**src/rtl/arf104b256e1r1w0cbbehcaa4acw_port_ctrl_pkg.sv**
```systemverilog
// Shared types and sizes for the 256x104 1R1W register-file port sequencer.
// Optional feature macro (used by the top): ARF104B256E1R1W0CBBEHCAA4ACW_PORT_CTRL_BYPASS_EN
package arf104b256e1r1w0cbbehcaa4acw_port_ctrl_pkg;

    localparam int DWIDTH = 104;
    localparam int DEPTH  = 256;
    localparam int AWIDTH = $clog2(DEPTH);

    typedef enum logic {
        INIT = 1'b0,
        RUN  = 1'b1
    } state_t;

    typedef struct packed {
        logic              valid;
        logic [AWIDTH-1:0] addr;
        logic [DWIDTH-1:0] data;
    } wr_req_t;

endpackage

```
**src/rtl/arf104b256e1r1w0cbbehcaa4acw_rr_arb2.sv**
```systemverilog
// Two-way round-robin arbiter. On a tie the requester that was not granted
// last wins; the priority pointer moves only when a grant is actually issued.
module arf104b256e1r1w0cbbehcaa4acw_rr_arb2 (
    input  logic       i_clk,
    input  logic       i_rst,
    input  logic [1:0] i_req,
    input  logic       i_advance,
    output logic [1:0] o_gnt
);

    // requester that wins a tie
    logic r_ptr;
    logic [1:0] w_gnt;

    // one-hot grant: lone requester wins, tie goes to the pointer
    always_comb begin
        w_gnt = 2'b00;
        case (i_req)
            2'b01:   w_gnt = 2'b01;
            2'b10:   w_gnt = 2'b10;
            2'b11:   w_gnt = r_ptr ? 2'b10 : 2'b01;
            default: w_gnt = 2'b00;
        endcase
    end

    assign o_gnt = w_gnt;

    // after granting requester k, the other one gets priority
    always_ff @(posedge i_clk or negedge i_rst) begin
        if (!i_rst)
            r_ptr <= 1'b0;
        else if (i_advance && (|w_gnt))
            r_ptr <= w_gnt[0];
    end

endmodule

```
**src/rtl/arf104b256e1r1w0cbbehcaa4acw_port_ctrl.sv**
```systemverilog
// Port sequencer for the 256x104 1R1W register-file array.
// Clears the array after reset (or on init_req), then arbitrates the write
// port between two requesters and sequences single-cycle-latency reads.
// Macro ARF104B256E1R1W0CBBEHCAA4ACW_PORT_CTRL_BYPASS_EN: when defined, a read
// colliding with a same-cycle write to the same address returns the new data.
module arf104b256e1r1w0cbbehcaa4acw_port_ctrl
    import arf104b256e1r1w0cbbehcaa4acw_port_ctrl_pkg::*;
(
    input  logic                   i_clk,
    input  logic                   i_rst,
    input  logic                   i_init_req,
    output logic                   o_init_done,
    input  logic [1:0]             i_wr_valid,
    input  logic [1:0][AWIDTH-1:0] i_wr_addr,
    input  logic [1:0][DWIDTH-1:0] i_wr_data,
    output logic [1:0]             o_wr_ready,
    input  logic                   i_rd_valid,
    input  logic [AWIDTH-1:0]      i_rd_addr,
    output logic                   o_rd_ready,
    output logic                   o_rsp_valid,
    output logic [DWIDTH-1:0]      o_rsp_data,
    output logic                   o_arr_wr_en,
    output logic [AWIDTH-1:0]      o_arr_wr_addr,
    output logic [DWIDTH-1:0]      o_arr_wr_data,
    output logic                   o_arr_rd_en,
    output logic [AWIDTH-1:0]      o_arr_rd_addr,
    input  logic [DWIDTH-1:0]      i_arr_rd_data
);

    state_t            r_state;
    logic [AWIDTH-1:0] r_cnt;
    logic              r_init_done;
    logic              r_rsp_valid;

    wr_req_t [1:0]     w_req;
    wr_req_t           w_sel;
    logic [1:0]        w_gnt;
    logic              w_run;
    logic              w_sweep;
    logic              w_rd_acc;

    // Array-facing controls are qualified with the reset input so every port
    // reads zero while reset is held, even though the FSM parks in INIT.
    assign w_run    = (r_state == RUN)  && i_rst;
    assign w_sweep  = (r_state == INIT) && i_rst;
    assign w_rd_acc = i_rd_valid && w_run;

    assign w_req[0] = '{valid: i_wr_valid[0], addr: i_wr_addr[0], data: i_wr_data[0]};
    assign w_req[1] = '{valid: i_wr_valid[1], addr: i_wr_addr[1], data: i_wr_data[1]};
    assign w_sel    = w_gnt[1] ? w_req[1] : w_req[0];

    arf104b256e1r1w0cbbehcaa4acw_rr_arb2 u_arb (
        .i_clk     (i_clk),
        .i_rst     (i_rst),
        .i_req     (i_wr_valid & {2{w_run}}),
        .i_advance (w_run),
        .o_gnt     (w_gnt)
    );

    assign o_wr_ready    = w_gnt;
    assign o_rd_ready    = w_run;
    assign o_arr_rd_en   = w_rd_acc;
    assign o_arr_rd_addr = w_rd_acc ? i_rd_addr : '0;
    assign o_init_done   = r_init_done;
    assign o_rsp_valid   = r_rsp_valid;

    // write port mux: sweep clear in INIT, granted requester in RUN
    always_comb begin
        o_arr_wr_en   = 1'b0;
        o_arr_wr_addr = '0;
        o_arr_wr_data = '0;
        if (w_sweep) begin
            o_arr_wr_en   = 1'b1;
            o_arr_wr_addr = r_cnt;
        end else if ((|w_gnt) && w_sel.valid) begin
            o_arr_wr_en   = 1'b1;
            o_arr_wr_addr = w_sel.addr;
            o_arr_wr_data = w_sel.data;
        end
    end

    // INIT/RUN sequencer with the sweep counter and registered status flags
    always_ff @(posedge i_clk or negedge i_rst) begin
        if (!i_rst) begin
            r_state     <= INIT;
            r_cnt       <= '0;
            r_init_done <= 1'b0;
            r_rsp_valid <= 1'b0;
        end else begin
            // a read accepted on the init_req cycle still gets its response
            r_rsp_valid <= w_rd_acc;
            case (r_state)
                INIT: begin
                    // counter holds at the last entry instead of wrapping
                    if (r_cnt == AWIDTH'(DEPTH - 1)) begin
                        r_state     <= RUN;
                        r_init_done <= 1'b1;
                    end else begin
                        r_cnt <= r_cnt + AWIDTH'(1);
                    end
                end
                RUN: begin
                    if (i_init_req) begin
                        r_state     <= INIT;
                        r_cnt       <= '0;
                        r_init_done <= 1'b0;
                    end
                end
                default: r_state <= INIT;
            endcase
        end
    end

`ifdef ARF104B256E1R1W0CBBEHCAA4ACW_PORT_CTRL_BYPASS_EN
    logic              r_byp_hit;
    logic [DWIDTH-1:0] r_byp_data;

    // capture write data when a read hits the address being written this cycle
    always_ff @(posedge i_clk or negedge i_rst) begin
        if (!i_rst) begin
            r_byp_hit  <= 1'b0;
            r_byp_data <= '0;
        end else begin
            r_byp_hit <= w_rd_acc && (|w_gnt) && (w_sel.addr == i_rd_addr);
            if (w_rd_acc && (|w_gnt) && (w_sel.addr == i_rd_addr))
                r_byp_data <= w_sel.data;
        end
    end

    assign o_rsp_data = !r_rsp_valid ? '0 :
                        r_byp_hit    ? r_byp_data : i_arr_rd_data;
`else
    // array is read-before-write, so a colliding read returns the old data
    assign o_rsp_data = r_rsp_valid ? i_arr_rd_data : '0;
`endif

endmodule

```
**config.mk**
```make
export PLATFORM = sky130hd
export DESIGN_NAME = arf104b256e1r1w0cbbehcaa4acw_port_ctrl
export DESIGN_NICKNAME = d
export VERILOG_FILES = /design/src/rtl/arf104b256e1r1w0cbbehcaa4acw_port_ctrl_pkg.sv /design/src/rtl/arf104b256e1r1w0cbbehcaa4acw_rr_arb2.sv /design/src/rtl/arf104b256e1r1w0cbbehcaa4acw_port_ctrl.sv
export SDC_FILE = /design/constraint.sdc
export NUM_CORES = 1
export LEC_CHECK = 0
export ABC_AREA = 1
export BUFFER_PORTS_ARGS = -buffer_cell sky130_fd_sc_hd__buf_2
export CORE_AREA = 2 2 222 224
export DETAILED_ROUTE_END_ITERATION = 16
export DIE_AREA = 0 0 224 226
export HOLD_SLACK_MARGIN = 0.12
export PLACE_DENSITY = 0.32
export SLEW_MARGIN = 20
export SYNTH_ARGS = -nofsm -noshare
export SYNTH_HDL_FRONTEND = slang
export SYNTH_SLANG_ARGS = --single-unit
export TNS_END_PERCENT = 10
```
**constraint.sdc**
```tcl
create_clock -name i_clk -period 3.45 [get_ports i_clk]
set_input_delay 0.5175 -clock i_clk [delete_from_list [all_inputs] [get_ports i_clk]]
set_output_delay 0.5175 -clock i_clk [all_outputs]
set_load 0.005 [all_outputs]
```
# Word level (Yosys, flattened, before mapping)

Index checks and enable logic that the tools add are counted.
Widths: inputs -> output; s select.

Register bits after elaboration: 12
Input bits: 342
Output and inout bits: 231
Logic and storage cells: 43

Add/sub/neg operators: 1
Equality and inequality tests: 7
Mux-type cells: 20
Bitwise operators: 2
Reduce and logical (&&, ||, !) cells: 8

Operators by type and width:

| operator            | number |
|---|---|
| $mux 104            | 3 |
| $mux 113            | 1 |
| $mux 8              | 5 |
| $pmux 8 s2          | 1 |
| $add 8x1->8 const B | 1 |
| $eq 8x8->1 const B  | 1 |
| $mux 1              | 6 |
| $pmux 2 s3          | 1 |
| $logic_and 1x1->1   | 5 |
| $eq 2x2->1 const B  | 2 |
| $ne 2x2->1 const B  | 2 |
| $pmux 1 s2          | 2 |
| $reduce_and 2->1    | 2 |
| $and 2x2->2         | 1 |
| $eq 2x1->1 const B  | 1 |
| $mux 2              | 1 |
| $ne 2x1->1 const B  | 1 |
| $reduce_or 2->1     | 1 |
| $not 1->1           | 1 |

# Logic depth before layout (Yosys ltp)

Gate-level depths: netlist of run 1.

Word-level depth: 8
Mapped depth: 8
Gate-level depth less buffers: 7

# Modules after synthesis

From an unflattened synthesis of run 1, not the netlist that was laid out.

Cells, all modules: 719
Area total of the unflattened synthesis: 3793.6 um^2

By module, submodules not included:

| module                                 | instances | cells each | area an instance (um^2) | seq. area each (um^2) |
|---|---|---|---|---|
| arf104b256e1r1w0cbbehcaa4acw_port_ctrl | 1         | 711        | 3733.6                  | 275.3 |
| arf104b256e1r1w0cbbehcaa4acw_rr_arb2   | 1         | 8          | 60.1                    | 25.0 |

# Least setup slack after synthesis of run 1

No wires, ideal clock.

Path kind: input to output
From: input i_wr_valid[1]
To: output o_arr_wr_data[43]
Arrival time: 1.278 ns
Data required time: 2.932 ns
Slack: 1.655 ns
Stages on the path: 7
Path buffers: 2
Cell sequence: inv_1 > nor2_2 > nand2_2 > buf_6 > buf_2 > o21ai_1 > nor2_1

Cells in the longest elaborated chain, start to end: 7
Elaborated cells between the ends (all ways): 10
Those cells by class: eq/ne (3); mux (4); bitwise (1); reduce/logical (2)

RTL lines:

| element                                            | line                                                                                       | text |
|---|---|---|
| from (decl)                                        | arf104b256e1r1w0cbbehcaa4acw_port_ctrl.sv:13                                               | `input logic [1:0] i_wr_valid,` |
| $and 2x2->2                                        | arf104b256e1r1w0cbbehcaa4acw_port_ctrl.sv:55                                               | `.i_req (i_wr_valid & {2{w_run}}),` |
| $eq 2x2->1 / $eq 2x1->1 (equally long branches)    | arf104b256e1r1w0cbbehcaa4acw_rr_arb2.sv:18                                                 | `case (i_req)` |
| $pmux 2 s3                                         | arf104b256e1r1w0cbbehcaa4acw_rr_arb2.sv:18                                                 |  |
| $reduce_or 2->1 / $mux 113 (equally long branches) | arf104b256e1r1w0cbbehcaa4acw_port_ctrl.sv:75, arf104b256e1r1w0cbbehcaa4acw_port_ctrl.sv:50 |  |
| $logic_and 1x1->1                                  | arf104b256e1r1w0cbbehcaa4acw_port_ctrl.sv:75                                               | `end else if ((\|w_gnt) && w_sel.valid) begin` |
| $mux 104 (*)                                       | arf104b256e1r1w0cbbehcaa4acw_port_ctrl.sv:75                                               |  |
| $mux 104 (*)                                       | arf104b256e1r1w0cbbehcaa4acw_port_ctrl.sv:72                                               | `if (w_sweep) begin` |
| to (decl)                                          | arf104b256e1r1w0cbbehcaa4acw_port_ctrl.sv:24                                               | `output logic [DWIDTH-1:0] o_arr_wr_data,` |

Every way passes the cells marked *; elsewhere a longest branch is shown, timed or not.

# Worst setup path in the final report of run 1

From: register r_state
To: output o_arr_wr_data[35]

Cells in the longest elaborated chain, start to end: 8
Elaborated cells between the ends (all ways): 13
Those cells by class: eq/ne (3); mux (4); bitwise (2); reduce/logical (4)

RTL lines:

| element                                            | line                                                                                       | text |
|---|---|---|
| from (decl)                                        | arf104b256e1r1w0cbbehcaa4acw_port_ctrl.sv:30                                               | `state_t r_state;` |
| from (signal assigned)                             | arf104b256e1r1w0cbbehcaa4acw_port_ctrl.sv:85                                               | `r_state <= INIT;` |
| from (signal assigned)                             | arf104b256e1r1w0cbbehcaa4acw_port_ctrl.sv:96                                               | `r_state <= RUN;` |
| from (signal assigned)                             | arf104b256e1r1w0cbbehcaa4acw_port_ctrl.sv:104                                              | `r_state <= INIT;` |
| $logic_and 1x1->1                                  | arf104b256e1r1w0cbbehcaa4acw_port_ctrl.sv:44                                               | `assign w_run = (r_state == RUN) && i_rst;` |
| $and 2x2->2                                        | arf104b256e1r1w0cbbehcaa4acw_port_ctrl.sv:55                                               |  |
| $eq 2x2->1 / $eq 2x1->1 (equally long branches)    | arf104b256e1r1w0cbbehcaa4acw_rr_arb2.sv:18                                                 |  |
| $pmux 2 s3                                         | arf104b256e1r1w0cbbehcaa4acw_rr_arb2.sv:18                                                 |  |
| $reduce_or 2->1 / $mux 113 (equally long branches) | arf104b256e1r1w0cbbehcaa4acw_port_ctrl.sv:75, arf104b256e1r1w0cbbehcaa4acw_port_ctrl.sv:50 |  |
| $logic_and 1x1->1                                  | arf104b256e1r1w0cbbehcaa4acw_port_ctrl.sv:75                                               |  |
| $mux 104                                           | arf104b256e1r1w0cbbehcaa4acw_port_ctrl.sv:75                                               |  |
| $mux 104 (*)                                       | arf104b256e1r1w0cbbehcaa4acw_port_ctrl.sv:72                                               |  |

Marks and branches as above.

==> flow_metrics.tcl, run 1 <==
set metrics [dict create \
    final_max_slew_viol_count 0 \
    grt_overflow 0 \
    crit_fanout 43 \
    wl_um 23810 \
    dieHeight_um 226 \
    areaGrowthSynthToFinish_pct 108.1 \
    vias 6132 \
    worstMarginPinSlew_ps 833.7 \
    clock_latency_ps 240 \
    clk_pin_slew_ps 50 \
    syn-num-nets 1051 \
    yosysMostFrequentCell "nor2_1" \
    drv_cap 0 \
    initial_core_util 0.06781 \
    grt_usage 0.08317 \
    dr.pass1.iters 4 \
    final_hold_viol_count 0 \
    hold_class "in -> async" \
    synth-adder-area-share 0.003817 \
    final_antenna_net_count 0 \
    yosys.area_share.simple 0.4557 \
    slowest_stage "dfrtp_1" \
    cts_tree "yes" \
    syn_area_um2 3278 \
    synth_area_leaders "nor2_1 27%, nand2_1 16%, inv_1 14%, o21ai_0 12%, dfrtp_1 9.2%" \
    num_antenna_cells 0 \
    finalSetupTns_ps 0 \
    crit_top_cell "nor2_1" \
    portBuffers 572 \
    synthXorXnorAreaFrac 0.002672 \
    fin_util 0.1411 \
    synth_edf_count 0 \
    hpwl_um 19940 \
    async_flop_share 1.000 \
    num_rows 81 \
    synth_mux_area_frac 0 \
    cts-root-buf "clkbuf_16" \
    drive_gt1_frac 0.4796 \
    dieArea_um2 50620 \
    yosysSeqAreaShare 0.09160 \
    cp.arrival_ps 2080 \
    antenna_found_initial 2 \
    p_leak_nw 4.777 \
    pin_count 573 \
    vdd_drop_max_uv 172.7 \
    synth_top_cell_by_area "nor2_1" \
    rsz0062_at_grt "false" \
    gp_congestion 0.9134 \
    slowest_delay_ps 420 \
    netlist_instances 708 \
    path_class "reg -> out" \
    cts.htree.levels 1 \
    drc 0 \
    outcome "finished clean" \
    wl_per_cell_um 12.74 \
    holdWs_ps 239.8 \
    grt_pass1_wl_um 33170 \
    synth_ff_type "dfrtp_1" \
    synthDistinctLibCells 25 \
    synth_compound_area_frac 0.2004 \
    coreArea_um2 48340 \
    finalNetCount 1591 \
    cts_buffers 3 \
    setup_viol 0 \
    crit_required_ps 2930 \
    cts_resized 0 \
    cp-start-kind "flip-flop" \
    postCtsSetupBuffers 0 \
    grt_max_degree 115 \
    synth_top_cells_by_count "232 x nor2_1, 143 x nand2_1, 123 x inv_1, 80 x o21ai_0, 47 x o21ai_1" \
    cts.path.max_buffers 2 \
    avgSynthCellArea_um2 4.630 \
    endpoint_kind "output port" \
    cellPowerDensity_nw_per_um2 152.3 \
    fmax_ghz 0.3849 \
    ys_ff_latch 12 \
    worst_slew_margin_rel 0.4442 \
    finClkSkew_ps 1.268 \
    holdBufCountCts 0 \
    yosysWarnings 0 \
    drt-initial-drc-count 223 \
    synth_top_area_share 0.2656 \
    fin_crit_ps 2598 \
    die_x_um 224 \
    grt_pass1_vias 5533 \
    p_total_w 0.001039 \
    vias_per_cell 3.281 \
    synth_top_family_by_area "simple AND/OR/NAND/NOR gates" \
    clock-sinks 12 \
    timing.final.crit_share 0.7530 \
    crit_path_cell_trace "nand2_2 -> nor2_2 -> nand2_4 -> clkinv_2 -> buf_12 -> nor2_1 -> nor2_1 -> buf_2" \
]
[cell usage in the layout, fill, tap and decap left out, drive strengths merged, types with 2 or more instances in the layout]
master  instances
a21oi           2
buf           584
clkbuf          4
dfrtp          12
inv           125
nand2         145
nand3           7
nor2          234
o21ai         127
or2             2
[cell families (layout without fill, tap and decap cells)]
family | count (synthesis) | count (layout)
xor gates and xnor gates | 1 | 1
AOI/OAI and AO/OA | 129 | 129
adders and majority gates | 1 | 1
buffers and inverters | 175 | 714
and+or+nand+nor | 390 | 390
DFF | 12 | 12
[final cells by class]
type                            count  area [um2]
Fill cell                        5759       41520
Timing Repair Buffer              584        3003
Multi-Input combinational cell    521        2177
Clock buffer                        4       88.84
Sequential cell                    12       301.5
Tap cell                          622       778.2
Inverter                          126       474.2
[critical path, delay by kind of cell (launching register included)]
family	cells	cell delay (ps)
DFF	1	420
buffers and inverters	3	740
and+or+nand+nor	5	640
[metal layers]
metal	GRT usage	share of wire	wire length, um
met1	0.1050	0.42	9911
met5	0	0.0011	27
met3	0.01509	0.068	1616
met4	0.007527	0.0069	165
met2	0.1516	0.51	12090
[registers in the layout, indices dropped and copies added (netlist names)]
register and cells:
r_cnt 8, o_rsp_valid 1, o_init_done 1, r_state 1
u_arb.r_ptr 1
[report_power, final]
part	leakage [nW]	total [W]	switching, W	internal, W
sequential	0.144	0.000265	0.0000709	0.000194
clock	0.0442	0.000242	0.0000662	0.000176
combinational	4.59	0.000532	0.000260	0.000272
[final timing paths]
check                            start  cells past startpoint                 to  slack [ps]
setup / recovery               r_state                      8  o_arr_wr_data[35]         850
hold / removal                   i_rst                      2        o_rsp_valid         240
setup reg to reg              r_cnt[0]                      6           r_cnt[5]        1720
hold reg to reg            o_init_done                      2        o_init_done         480
max in group asynchronous        i_rst                      2        o_rsp_valid        3030
min in group i_clk         o_init_done                      2        o_init_done         480
[metrics by stage]
step                      setup slack, ps  instance area, um2  cells
after floorplan                      1655                3278    708
after global placement              847.9                6734   1865
after detailed placement            852.6                6734   1865
after CTS                           769.1                6823   1869
after global routing                622.6                6823   1869
final                               852.1                6823   1869
No activity file was read; power rests on OpenSTA's default activity.
==> run 2: changes to the inputs <==
CORE_AREA = 2 2 223 225   (was 2 2 222 224)
DIE_AREA = 0 0 225 227   (was 0 0 224 226)
PLACE_DENSITY = 0.33   (was 0.32)
clock period = 2.2 ns   (was 3.45 ns; I/O delays follow)
==> run 2 against run 1 <==
Die area rose by 0.89%. Flip-flop and latch count did not move. Clock power rose by 57%. Critical path type unchanged.
==> flow_metrics.tcl, run 2 (synthesized netlist as in run 1, its figures left out) <==
set metrics [dict create \
    wl_per_cell_um 12.59 \
    clock_latency_ps 240 \
    die_x_um 225 \
    use_met2 0.1447 \
    path_depth 8 \
    crit_required_ps 1870 \
    use_met3 0.009293 \
    vias_per_cell 3.321 \
    layout_commonest_cell "buf_2" \
    areaGrowthSynthToFinish_pct 116.5 \
    dp.cells 1883 \
    layoutNonFillerInstCount 1892 \
    crit_fanout 55 \
    slowest_stage "dfrtp_1" \
    final_hold_viol_count 0 \
    largest_reg_flops 8 \
    rsz0062_at_grt "false" \
    r2r-end "r_cnt[5]" \
    r2r_slack_ps 520 \
    busiest_layer "met2" \
    worst_slew_margin_rel 0.6984 \
    vias 6283 \
    finalNetCount 1614 \
    clk_pin_slew_ps 50 \
    drive_gt1_frac 0.4882 \
    cp.arrival_ps 1770 \
    fin_crit_ps 2105 \
    cellPowerDensity_nw_per_um2 231.0 \
    gp_congestion 0.9773 \
    antenna_found_initial 0 \
    slowest_delay_ps 350 \
    path_delay_family "buffers and inverters" \
    clock-sinks 12 \
    cp-start-kind "flip-flop" \
    vdd_drop_max_uv 336.5 \
    num_antenna_cells 0 \
    setup_viol 0 \
    drt-initial-drc-count 285 \
    worstMarginPinSlew_ps 452.4 \
    fin_util 0.1462 \
    cts_buffers 3 \
    wl_um 23820 \
    rr_worst_depth 7 \
    top_register "r_cnt" \
    fmax_ghz 0.4751 \
    grt_pass1_vias 5519 \
    endpoint_kind "output port" \
    p_leak_nw 4.918 \
    crit_path_cell_trace "inv_1 -> nand2_1 -> nand2_4 -> buf_4 -> buf_12 -> o21ai_1 -> nor2_1 -> buf_2" \
    crit_path_end "o_arr_wr_data[83]" \
    grt_max_degree 106 \
    grt_pass1_wl_um 31090 \
    coreArea_um2 48550 \
    drv_cap 0 \
    dieArea_um2 51080 \
    outcome "finished clean" \
    dieHeight_um 227 \
    cts-root-buf "clkbuf_16" \
    r2r_start "r_cnt[0]" \
    path_class "reg -> out" \
    drc 0 \
    worstPathBufferInverterCount 4 \
    final_antenna_net_count 0 \
    nFillCells 5695 \
    grt_usage 0.07721 \
    cts.htree.levels 1 \
    hpwl_um 19830 \
    use_met1 0.09627 \
    dr.pass1.iters 7 \
    final_max_slew_viol_count 0 \
    finalSetupTns_ps 0 \
    final_cell_area_um2 7096 \
    hold_class "in -> reg" \
    initial_core_util 0.06753 \
    place_area_um2 6919 \
    timing.final.crit_share 0.9567 \
    finClkSkew_ps 2.755 \
    pin_count 573 \
    portBuffers 572 \
    critPathLaunch "u_arb.r_ptr" \
    cts.path.max_buffers 2 \
    num_rows 81 \
    cts_tree "yes" \
    final_cell_mix "572 x buf_2, 232 x nor2_1, 143 x nand2_1" \
    grt_overflow 0 \
]
run 2: changes by cell type in the layout (fill, tap and decap cells not counted), sizes merged:
cell and delta:
clkinv -1, buf +20, clkbuf +2, inv +1
dlygate4sd3 +1
run 2: worst min path at each step:
| stage | from | slack (ps) | depth (start not counted) | end |
|---|---|---|---|---|
| after CTS | i_init_req | 350 | 4 | o_init_done |
| final | i_init_req | 350 | 4 | o_init_done |
| after floorplan | i_rst | 30 | 0 | o_init_done |
| after global placement | i_rst | 320 | 2 | o_init_done |
| after global routing | i_init_req | 380 | 4 | o_init_done |
| after detailed placement | i_rst | 320 | 2 | o_init_done |
run 2: timing repair:
item	CTS	global route
buffers inserted	0	2
gates resized for setup	0	4
hold buffers	1	0
endpoints found under the setup margin	0	96
endpoints found under the hold margin	12	0
run 2: power by group:
group	switching, W	total (W)	internal (W)	leakage (nW)
Clock	0.000103	0.000379	0.000275	0.0442
Sequential	0.000109	0.000414	0.000305	0.144
Combinational	0.000409	0.000846	0.000437	4.73
Total	0.000621	0.00164	0.00102	4.92
run 2: final cells by class:
class / instances / area [um2] / area share
repair buffers: 607 / 3274 / 0.4615
multi-input cells: 521 / 2177 / 0.3068
well taps: 622 / 778.2 / 0.1097
inverters: 126 / 475.5 / 0.06701
flip-flops and latches: 12 / 301.5 / 0.04250
clock buffers: 4 / 88.84 / 0.01252
run 2: worst min-delay path, stage by stage:
cell and delay [ps]:
buf_2 90, nand2_1 50, nand2_1 50, nand2_1 40
run 2: layer usage:
layer	part of all wire	vias to the layer above
met2	0.52	317
met4	0.0096	0
met3	0.068	10
met1	0.41	2738
met5	0	-
li1	-	3218
run 2: per-stage QoR:
| stage | total power, W | setup slack [ps] | hold slack (ps) |
|---|---|---|---|
| 4_1_cts | 0.001651 | 6.710 | 350.4 |
| 3_3_place_gp | 0.001266 | 156.0 | 322.4 |
| 6_report | 0.001639 | 95.37 | 350.5 |
| 2_1_floorplan | 0.0007563 | 693.9 | 34.41 |
| 5_1_grt | 0.001804 | 6.186 | 383.3 |
| 3_5_place_dp | 0.001257 | 175.6 | 317.0 |
